===== src/rtl/mux_scan_ctrl.sv =====
// rtl/mux_scan_ctrl.sv - select-line sequencer that steps a 4:1 mux and captures its output per channel
module mux_scan_ctrl #(
    parameter int DWELL = 4,
    parameter int CNT_W = 8
) (
    input  logic       clk,
    input  logic       rst,
    input  logic       start,
    input  logic       cont,
    input  logic       mux_in,
    output logic       sel0,
    output logic       sel1,
    output logic       sample,
    output logic [3:0] result,
    output logic       busy,
    output logic       done
);

    localparam logic [1:0] ST_IDLE = 2'd0;
    localparam logic [1:0] ST_RUN  = 2'd1;
    localparam logic [1:0] ST_DONE = 2'd2;

    localparam logic [CNT_W-1:0] CNT_LOAD = CNT_W'(DWELL - 1);
    localparam logic [CNT_W-1:0] CNT_ONE  = CNT_W'(1);

    logic [1:0]       state_q, state_d;
    logic [1:0]       ch_q, ch_d;
    logic [CNT_W-1:0] cnt_q, cnt_d;
    logic [3:0]       result_q, result_d;
    logic             sample_w;

    assign sample_w = (state_q == ST_RUN) && (cnt_q == '0);

    always_comb begin
        state_d  = state_q;
        ch_d     = ch_q;
        cnt_d    = cnt_q;
        result_d = result_q;
        case (state_q)
            ST_IDLE: begin
                if (start) begin
                    state_d  = ST_RUN;
                    ch_d     = 2'd0;
                    cnt_d    = CNT_LOAD;
                    result_d = 4'b0000;
                end
            end
            ST_RUN: begin
                if (!sample_w) begin
                    cnt_d = cnt_q - CNT_ONE;
                end else begin
                    result_d[ch_q] = mux_in;
                    if (ch_q != 2'd3) begin
                        ch_d  = ch_q + 2'd1;
                        cnt_d = CNT_LOAD;
                    end else begin
                        state_d = ST_DONE;
                    end
                end
            end
            ST_DONE: begin
                // Continuous mode overwrites result in place rather than clearing it
                ch_d = 2'd0;
                if (cont) begin
                    state_d = ST_RUN;
                    cnt_d   = CNT_LOAD;
                end else begin
                    state_d = ST_IDLE;
                    cnt_d   = '0;
                end
            end
            default: begin
                state_d = ST_IDLE;
                ch_d    = 2'd0;
                cnt_d   = '0;
            end
        endcase
    end

    always_ff @(posedge clk or posedge rst) begin
        if (rst) begin
            state_q  <= ST_IDLE;
            ch_q     <= 2'd0;
            cnt_q    <= '0;
            result_q <= 4'b0000;
        end else begin
            state_q  <= state_d;
            ch_q     <= ch_d;
            cnt_q    <= cnt_d;
            result_q <= result_d;
        end
    end

    assign sel0   = ch_q[0];
    assign sel1   = ch_q[1];
    assign sample = sample_w;
    assign result = result_q;
    assign busy   = (state_q == ST_RUN) || (state_q == ST_DONE);
    assign done   = (state_q == ST_DONE);

endmodule


===== config.mk =====
export PLATFORM = sky130hd
export DESIGN_NAME = mux_scan_ctrl
export DESIGN_NICKNAME = d
export VERILOG_FILES = /design/src/rtl/mux_scan_ctrl.sv
export SDC_FILE = /design/constraint.sdc
export NUM_CORES = 1
export LEC_CHECK = 0
export CORE_MARGIN = 8
export CORE_UTILIZATION = 57
export DETAILED_ROUTE_END_ITERATION = 10
export PLACE_DENSITY_LB_ADDON = 0.2
export SYNTH_ARGS = -nofsm -noshare
export SYNTH_HDL_FRONTEND = slang
export SYNTH_SLANG_ARGS = --single-unit

===== constraint.sdc =====
create_clock -name clk -period 4.1 [get_ports clk]
set_input_delay 1.025 -clock clk [delete_from_list [all_inputs] [get_ports clk]]
set_output_delay 1.025 -clock clk [all_outputs]
set_load 0.1 [all_outputs]

# --- Word level (Yosys, flattened, before mapping) ---
# Cells that the tools add are included.
totals:
  ff_bits: 16
  out_inout_bits: 9
  word_cells: 46
op_classes:
  add_sub_neg: 2
  n_lt_le_gt_ge: 2
  eq_ne: 8
  muxes: 20
  reduce_logical: 10
op_table:
  columns: ["op", "count"]
  rows:
  - ["$mux 8", 3]
  - ["$pmux 8 s3", 1]
  - ["$mux 2", 7]
  - ["$reduce_and 3->1", 3]
  - ["$logic_not 8->1", 1]
  - ["$mux 4", 2]
  - ["$ne 2x2->1 const B", 4]
  - ["$pmux 4 s2", 1]
  - ["$sub 8x1->8 const B", 1]
  - ["$pmux 2 s3", 1]
  - ["$bwmux 4", 1]
  - ["$pmux 2 s2", 1]
  - ["$lt 2x3->1 const B", 1]
  - ["$ne 3x2->1 const B", 1]
  - ["$add 2x1->2 const B", 1]
  - ["$demux 1 s2", 1]
  - ["$eq 2x1->1 const B", 1]
  - ["$eq 2x2->1 const B", 1]
  - ["$ge 2x1->1 const B", 1]
  - ["$logic_and 1x1->1", 2]
  - ["$logic_not 2->1", 1]
  - ["$mux 1", 2]
  - ["$ne 2x1->1 const B", 1]
  - ["$reduce_and 2->1", 1]
  - ["other kinds (2)", 2]

# --- Longest topological paths before layout ---
depth:
  ltp_word: 7
  depth_mapped: 7
  ltp_nobuf: 6

# --- Least setup slack after synthesis ---
# Ideal clock, no wire load.
synth_path:
  path_type: "reg2out"
  from: "register cnt_q[0]"
  to: "output sample"
  arrival_time_ns: 3.240
  slack_ns: -0.165
  path_stages_with_launch: 5
  path_buffers: 0
  cell_sequence: "dfrtp_1 inv_1 ha_1 or3b_2 nor3_1"
synth_between:
  elab_chain_len: 2
synth_lines:
  columns: ["item", "line", "source"]
  rows:
  - ["start: declaration", "28", "logic [CNT_W-1:0] cnt_q, cnt_d;"]
  - ["start signal: assignment", "89", "cnt_q <= cnt_d;"]
  - ["$logic_not 8->1", "32", "assign sample_w = (state_q == ST_RUN) && (cnt_q == '0);"]
  - ["$logic_and 1x1->1", "32", null]
  - ["end: declaration", "13", "output logic sample,"]
# Every way passes these cells.

# --- Final worst setup path ---
layout_path:
  from: "register state_q[0]"
  to: "output done"
layout_between:
  elab_chain_len: 1
layout_lines:
  columns: ["item", "line", "source"]
  rows:
  - ["start: declaration", "26", "logic [1:0] state_q, state_d;"]
  - ["start signal: assignment", "87", "state_q <= state_d;"]
  - ["$eq 2x2->1", "99", "assign done = (state_q == ST_DONE);"]
  - ["end: declaration", "16", "output logic done"]
# Every way passes these cells.

==> out/qor.yml <==
cts:
  clockBufferDepth: 2
  clkLatencyLatePin_ns: 0.28
  clk_pin_slew_ns: 0.09
  cts_hold_buf: 0
  cts_tree: "done"
  cts_buffers: 3
  cts_max_level: 1
  root_buffer: "clkbuf_4"
  cts_setup_buffers: 0
  post_cts_resized: 0
  cts.sinks: 16
critical_path:
  critPathArrivalTime_ns: 2.10
  crit_path_cell_trace: "inv_1 -> ha_1 -> clkdlybuf4s50_1"
  start_kind: "flip-flop"
  worstPathMaxFanout: 4
  path_delay_family: "buffers and inverters"
  cp-end-kind: "output pin"
  critPathSlowestCell: "clkdlybuf4s50_1"
  critPathKind: "reg -> out"
  cp.required_ns: 3.07
  cp_num_buf_inv: 2
  cpPeakStageDelay_ns: 1.14
detailed_routing:
  drt_pre_antenna_iters: 7
  routed_wl_um: 2170
  via_per_inst: 6.01
  drc: 0
  antenna_left: 0
  vias: 877
  route.detailed.wl_per_inst_um: 14.9
  drt_iter0_drc: 24
final_layout:
  fin_area_um2: 1240
  finalNetCount: 136
  diodes: 0
  layout-drive-gt1-share: 0.149
  areaGrowthSynthToFinish_pct: 17.2
  nFillCells: 131
global_route:
  grt_max_degree: 17
  grt_pass1_wl_um: 3820
  use_met2: 0.243
  grt-busiest-layer: "met2"
  gr-total-overflow: 0
  grt_pass1_vias: 882
  grtUsageMet1: 0.163
  met3_usage: 0.0477
  grt_usage: 0.140
  grt_antenna_before_repair: 0
synth:
  ys_top_cells_by_area: "dfrtp_1 (38%), ha_1 (11%), nand3_1 (3.3%)"
  syn_nets: 120
  synthArstFlopShare: 1.00
  yosysUniqueCellTypes: 41
  syn_area_um2: 1060
  netlist_instances: 106
  avgSynthCellArea_um2: 10.0
  synth_edf_count: 0
  yosysTopAreaCell: "dfrtp_1"
  synth_common_cells: "dfrtp_1 (16), ha_1 (9), inv_1 (9)"
  ys.flop_type: "dfrtp_1"
  yosys.area.top_type_share: 0.377
  ys_seq_elements: 16
  yosysWarnings: 0
  yosysSeqAreaShare: 0.377
  yosysMostFrequentCell: "dfrtp_1"
floorplanning:
  die_h_um: 59.1
  num_rows: 15
  start_util: 0.608
  core_um2: 1750
  dieArea_um2: 3500
  io_pins: 14
  fp.dieW_um: 59.1
timing:
  maxSlewViolCount: 0
  rsz0062_at_grt: "false"
  slew_headroom: 0.347
  post-route-min-period_ns: 3.13
  period_share: 0.762
  tns_ns: 0
  worst_slack_ns: 0.974
  finalSetupViolCount: 0
  fmax_ghz: 0.320
  worst_slew_pin_slew_ns: 0.977
  hold_viol: 0
  clock_skew_ns: 0.00417
power_and_ir_drop:
  power_density_nw_per_um2: 812
  seq_power_share: 0.276
  p_int_w: 0.000478
  p_comb_frac: 0.625
  p_clk_frac: 0.099
  swShare: 0.526
  switching_power_w: 0.000532
  vdd_drop_max_mv: 0.607
  leakagePower_nw: 0.545
hold_path:
  hold_path.class: "reg -> reg"
flow_run:
  cap_violations: 0
run_status:
  outcome: "finished, final reports clean"
placement:
  post-dp-hpwl_um: 1670
  dpl_cell_area_um2: 1210
  place_worst_setup_slack_ns: 1.28
  io_buffers: 13
  gp_congestion: 0.850
-- cell usage in the layout (no fill, tap or decap), types with 3 or more instances in the layout --
cell type,synthesis,final
clkbuf_4,0,3
inv_1,9,9
mux2_2,3,3
clkdlybuf4s50_1,0,11
nand3_1,7,7
nor2_1,7,7
o21ai_0,6,6
nand2_1,5,5
a21oi_1,5,5
dfrtp_1,16,16
ha_1,9,9
-- registers in the layout (all words and copies together) (netlist names) --
signal / count
ch_q: 2
state_q: 2
result: 4
cnt_q: 8
-- power groups by stage --
stage / registers [W] / logic (W) / clock network [W]
after global routing: 0.000286 / 0.000692 / 0.000112
after global placement: 0.000272 / 0.000615 / 0
after CTS: 0.000275 / 0.000630 / 0.000105
after detailed placement: 0.000278 / 0.000627 / 0
final: 0.000278 / 0.000632 / 0.000100
after floorplan: 0.000373 / 0.000409 / 0
-- routing by layer --
layer,part of all wire,vias up
li1,-,428
met1,0.47,413
met2,0.47,34
met3,0.064,2
met4,0.0037,0
met5,0,-
-- layout make-up --
type | instances | area, um2 | area share
multi-input cells | 79 | 617 | 0.496
flip-flops and latches | 16 | 400 | 0.322
well taps | 25 | 31.3 | 0.0252
clock buffers | 4 | 36.3 | 0.0292
inverters | 9 | 33.8 | 0.0272
repair buffers | 13 | 125 | 0.101
-- cells by family (layout without fill, tap and decap cells) --
kind of cell               Yosys count  in the layout  share of synthesized area
muxes                                4              4                     0.0413
adders and majority gates            9              9                      0.106
and+or+nand+nor                     35             35                      0.212
DFF                                 16             16                      0.377
AOI/OAI and AO/OA                   30             30                      0.209
xor gates and xnor gates             1              1                    0.00826
buffers and inverters               11             26                     0.0460
-- per-stage QoR --
| stage | hold WS [ns] | power (W) | cells | util |
|---|---|---|---|---|
| 2_1_floorplan | 0.512 | 0.000782 | 106 | - |
| 3_3_place_gp | 0.480 | 0.000888 | 142 | 0.692 |
| 3_5_place_dp | 0.490 | 0.000905 | 142 | 0.692 |
| 4_1_cts | 0.512 | 0.00101 | 146 | 0.713 |
| 5_1_grt | 0.536 | 0.00109 | 146 | 0.713 |
| 6_report | 0.509 | 0.00101 | 146 | 0.713 |
-- path summary, 6_finish.rpt --
kind	from	cells after the start	slack [ns]	to
worst max-delay path	state_q[0]	3	0.97	done
worst min-delay path	result[0]	1	0.51	result[0]
min in group asynchronous	rst	2	1.13	result[0]
worst max register to register	cnt_q[0]	6	1.80	state_q[0]
worst min register to register	result[0]	1	0.51	result[0]
max in group asynchronous	rst	2	2.58	cnt_q[1]
(Power assumes the default switching activity.)
